### config.mk
export PLATFORM = sky130hd
export DESIGN_NAME = codemem_readback
export DESIGN_NICKNAME = d
export VERILOG_FILES = /design/src/rtl/codemem_readback.sv
export SDC_FILE = /design/constraint.sdc
export NUM_CORES = 1
export LEC_CHECK = 0
export BUFFER_PORTS_ARGS = -buffer_cell sky130_fd_sc_hd__buf_2
export CORE_MARGIN = 2
export CORE_UTILIZATION = 43
export CTS_CLUSTER_SIZE = 24
export DETAILED_ROUTE_END_ITERATION = 10
export MAX_ROUTING_LAYER = met4
export PLACE_DENSITY_LB_ADDON = 0.3
export SLEW_MARGIN = 10
export SYNTH_ARGS = -nofsm -noshare
export SYNTH_HDL_FRONTEND = slang
export SYNTH_SLANG_ARGS = --single-unit
### constraint.sdc
create_clock -name clk -period 2.4 [get_ports clk]
set_clock_uncertainty 0.2 [all_clocks]
set_input_delay 0.48 -clock clk [delete_from_list [all_inputs] [get_ports clk]]
set_output_delay 0.48 -clock clk [all_outputs]
set_load 0.01 [all_outputs]
### src/rtl/codemem_readback.sv
`default_nettype none
`timescale 1ns/1ps
// ============================================================================
// Module   : codemem_readback
// Purpose  : Host read-back path for 64-bit code memory words through a
//            high/low 32-bit register pair. An address strobe starts a fetch.
//            The returned word is held as two 32-bit halves. A host read of
//            the low half steps to the next word and fetches it.
// Ports    : clk, rst_n                  - clock, async active-low reset
//            code_mem_rd_addr/_rd_en     - read request to code memory
//            code_mem_rd_data            - read data, MEM_LATENCY after rd_en
//            readback_addr_value/_strobe - host start address and load strobe
//            inst_high_value/_strobe     - held word [63:32], host read
//            inst_low_value/_strobe      - held word [31:0], host read (advances)
//            readback_valid              - held halves match readback_addr
//            readback_addr               - address being fetched or held
//            control_start               - abort, return to address 0
// Revision : 1.0 - initial release
// ============================================================================
module codemem_readback #(
  parameter int ADDR_WIDTH  = 10,
  parameter int MEM_LATENCY = 1   // legal range 1..4
) (
  input  logic                  clk,
  input  logic                  rst_n,
  output logic [ADDR_WIDTH-1:0] code_mem_rd_addr,
  output logic                  code_mem_rd_en,
  input  logic [63:0]           code_mem_rd_data,
  input  logic [31:0]           readback_addr_value,
  input  logic                  readback_addr_strobe,
  output logic [31:0]           inst_high_value,
  input  logic                  inst_high_strobe,
  output logic [31:0]           inst_low_value,
  input  logic                  inst_low_strobe,
  output logic                  readback_valid,
  output logic [ADDR_WIDTH-1:0] readback_addr,
  input  logic                  control_start
);

  localparam int CNT_W = $clog2(MEM_LATENCY + 1);
  localparam logic [CNT_W-1:0] CNT_LOAD = CNT_W'(MEM_LATENCY);

  localparam logic [1:0] ST_IDLE  = 2'd0;
  localparam logic [1:0] ST_FETCH = 2'd1;
  localparam logic [1:0] ST_HOLD  = 2'd2;

  logic [1:0]            state_q, state_d;
  logic [ADDR_WIDTH-1:0] addr_q,  addr_d;
  logic                  rd_en_q, rd_en_d;
  logic [CNT_W-1:0]      cnt_q,   cnt_d;
  logic [31:0]           high_q,  high_d;
  logic [31:0]           low_q,   low_d;

  // A high-half read has no side effect, and address bits above
  // ADDR_WIDTH are ignored; both are consumed here only to keep them visible.
  logic unused_inputs;
  generate
    if (ADDR_WIDTH < 32) begin : g_unused_hi
      assign unused_inputs = ^{inst_high_strobe, readback_addr_value[31:ADDR_WIDTH]};
    end else begin : g_unused_none
      assign unused_inputs = inst_high_strobe;
    end
  endgenerate

  always_comb begin
    state_d = state_q;
    addr_d  = addr_q;
    cnt_d   = cnt_q;
    high_d  = high_q;
    low_d   = low_q;
    rd_en_d = 1'b0;   // read request is a single-cycle pulse

    if (control_start) begin
      state_d = ST_IDLE;
      addr_d  = '0;
      cnt_d   = '0;
      high_d  = '0;
      low_d   = '0;
    end else if (readback_addr_strobe) begin
      // Legal from any state; in FETCH this abandons the outstanding read
      // because the counter restarts against the new request.
      state_d = ST_FETCH;
      addr_d  = readback_addr_value[ADDR_WIDTH-1:0];
      cnt_d   = CNT_LOAD;
      rd_en_d = 1'b1;
    end else begin
      case (state_q)
        ST_IDLE: ;
        ST_FETCH: begin
          // Counter is loaded with MEM_LATENCY on the request edge, so the
          // capture lands MEM_LATENCY+1 edges after the strobe.
          if (cnt_q == '0) begin
            high_d  = code_mem_rd_data[63:32];
            low_d   = code_mem_rd_data[31:0];
            state_d = ST_HOLD;
          end else begin
            cnt_d = cnt_q - 1'b1;
          end
        end
        ST_HOLD: begin
          if (inst_low_strobe) begin
            addr_d  = addr_q + 1'b1;   // natural wrap at 2**ADDR_WIDTH
            state_d = ST_FETCH;
            cnt_d   = CNT_LOAD;
            rd_en_d = 1'b1;
          end
        end
        default: state_d = ST_IDLE;
      endcase
    end
  end

  always_ff @(posedge clk or negedge rst_n) begin
    if (!rst_n) begin
      state_q <= ST_IDLE;
      addr_q  <= '0;
      rd_en_q <= 1'b0;
      cnt_q   <= '0;
      high_q  <= '0;
      low_q   <= '0;
    end else begin
      state_q <= state_d;
      addr_q  <= addr_d;
      rd_en_q <= rd_en_d;
      cnt_q   <= cnt_d;
      high_q  <= high_d;
      low_q   <= low_d;
    end
  end

  assign code_mem_rd_addr = addr_q;
  assign code_mem_rd_en   = rd_en_q;
  assign readback_addr    = addr_q;
  assign readback_valid   = (state_q == ST_HOLD);
  assign inst_high_value  = high_q;
  assign inst_low_value   = low_q;

endmodule
`default_nettype wire
==> results.ini <==
[outcome]
status=completed

[cells_and_area]
synthToLayoutAreaGrowth_pct=33.7
n_antenna_cell=0
final_cell_mix=163 x buf_2, 78 x dfrtp_1, 64 x a22o_1, 11 x a21oi_1
layout.nets=500
layout.cells.non_filler=501
final-seq-area_mm2=0.00195
final_core_util_pct=58.9
final_common_cell=buf_2
multi_input_area_um2=978
layout-drive-gt1-share_pct=48.0
fillers=627

[clock_tree]
cts_htree_levels=3
cts_hold_buffers=1
tritoncts=built
clockBufferDepth=2
cts_resized=0
path_clk_slew_ns=0.09
clock_tree.root_cell=clkbuf_8
insertion_delay_ns=0.33
post_cts_buffers=0
cts_buffers=9
cts_sinks=78

[floorplan]
num_rows=31
die_w_um=89.8
die_h_um=89.8
fp.coreArea_mm2=0.00718
start_util_pct=44.1
dieArea_mm2=0.00806
top_level_ports=188

[power_and_ir_drop]
p_per_area_mw_per_mm2=655
ir_worst_vdd_mv=0.323
p_leak_nw=2.40

[grt]
grt_pass1_vias=2449
antenna_found_initial=0
overflow=0
use_met2_pct=28.3
grt_usage_pct=18.9
top_usage_layer=met2
grt_pass1_wl_um=11900
use_met1_pct=25.3
grt_max_degree=54
grtUsageMet3_pct=4.11

[place]
dpl.hpwl_um=4970
numPortBuffers=164
place_congestion=0.789
placedCellCount=483
pre_cts_ws_ns=0.0379

[sta]
fmax_ghz=0.509
fin_crit_sh_pct=81.9
min_period_ns=1.97
fin_tns_setup_ns=0
slew_violations=0
worst_slack_ns=0.434
max_slew.worst_pin.slew_ns=0.507
finalSetupViolations=0
rsz0062_at_grt=false
hold_viol=0
fin_worst_hold_slack_ns=0.147
max_slew_margin_pct=66.1

[worst_setup_path]
arrival_ns=2.03
setup.worst_path.end=inst_low_value[17]$_DFFE_PN0P_
rrSetupSlack_ns=0.43
worst_setup_path_start_kind=flop
startpoint=state_q[1]$_DFFE_PN0P_
required_ns=2.47
crit_path_max_fanout=36
crit_type=reg2reg
r2r-start=state_q[1]$_DFFE_PN0P_
worstSetupEndpointType=flop
rr_worst_depth=5
r2r_end=inst_low_value[17]$_DFFE_PN0P_

[synth]
synth_area_per_cell_um2=13.3
netlist_area_mm2=0.00316
synthCells=237
yosysWarnings=0
seq_area_frac_synth_pct=61.7
yosys.cell_types.count=29
synth_nets=340
synth_seq_cells=78

[run]
maxCapViolations=0

[routing]
vias=2489
avgViaCountPerCell=4.97
drc=0
wl_um=7300
antenna_left=0
firstDrtPassIters=6
drtIter0Drc=76
routedWlPerCell_um=14.6

[min_path]
hold_class=in2reg

-- power breakdown --
part / switching (mW) / internal (mW) / leakage (nW)
Clock: 0.467 / 0.588 / 0.0998
Sequential: 0.0365 / 1.36 / 1.07
Combinational: 0.165 / 0.149 / 1.23
Total: 0.668 / 2.10 / 2.40
-- through the flow --
step                      cell area [µm²]  power [mW]
final                                4230        2.77
after global routing                 4230        2.90
after CTS                            4210        2.80
after detailed placement             3980        1.74
after global placement               3980        1.73
after floorplan                      3160        1.58
-- Yosys cell counts --
library cell,instances,area [µm²]
ha_1,1,12.5
xnor2_1,3,26.3
buf_4,16,120
clkbuf_1,3,11.3
nor4_1,2,12.5
a21oi_1,11,55.1
nand3_1,2,10.0
nor2b_1,1,6.26
nor3_1,2,10.0
nand2b_1,1,6.26
mux2i_1,4,40.0
o21ai_0,1,5.00
buf_6,6,67.6
and3b_1,1,8.76
o21a_1,6,45.0
nor2_1,7,26.3
or2_2,1,6.26
inv_1,9,33.8
xor2_1,5,43.8
or3b_4,1,11.3
mux2_2,1,11.3
a22o_1,64,561
nand4b_1,1,8.76
o22ai_1,1,6.26
nand4_1,1,6.26
nand3b_1,2,15.0
dfrtp_1,78,1950
nand2_1,3,11.3
nor2_4,3,33.8
-- registers in the layout, indices dropped and copies added (netlist names) --
register / cells
inst_low_value: 32
inst_high_value: 32
cnt_q: 1
code_mem_rd_addr: 10
state_q: 2
code_mem_rd_en: 1
-- critical path, cell delays in order, from the launching register on --
cell and delay (ns):
dfrtp_1 0.43, or3b_4 0.43, buf_4 0.16, nor2_4 0.11, buf_4 0.35, a22o_1 0.22
-- how the worst min path moves through the flow --
stage                               from                               to  slack [ns]  cells past startpoint
global placement                   rst_n  code_mem_rd_addr[0]$_DFFE_PN0P_        0.23                      1
finish               code_mem_rd_data[0]    inst_low_value[0]$_DFFE_PN0P_        0.15                      2
CTS                 code_mem_rd_data[21]   inst_low_value[21]$_DFFE_PN0P_        0.13                      2
global route        code_mem_rd_data[35]   inst_high_value[3]$_DFFE_PN0P_        0.13                      2
detailed placement                 rst_n  code_mem_rd_addr[0]$_DFFE_PN0P_        0.24                      1
floorplan                          rst_n                cnt_q$_DFFE_PN0P_       -0.02                      0
-- metal layers --
metal,wire length (µm),vias to the layer above
met5,0,-
met4,127,0
met3,504,11
met2,3340,111
met1,3330,1192
li1,-,1175
-- cell families after synthesis --
family / Yosys count / share of synthesized area (%)
AND/OR/NAND/NOR: 28 / 5.46
adder cells (fa/ha/maj): 1 / 0.396
AO/OA/AOI/OAI: 83 / 21.2
multiplexers: 5 / 1.62
XOR/XNOR: 8 / 2.22
buffers and inverters: 34 / 7.36
flip-flops: 78 / 61.7
-- final cells by class --
type | count | share of cell area [%]
repair buffers | 174 | 21.9
well taps | 99 | 2.93
flip-flops and latches | 78 | 46.2
multi-input cells | 125 | 23.1
clock buffers | 11 | 3.11
inverters | 9 | 0.799
clock inverters | 5 | 1.98
(Power assumes the default switching activity.)
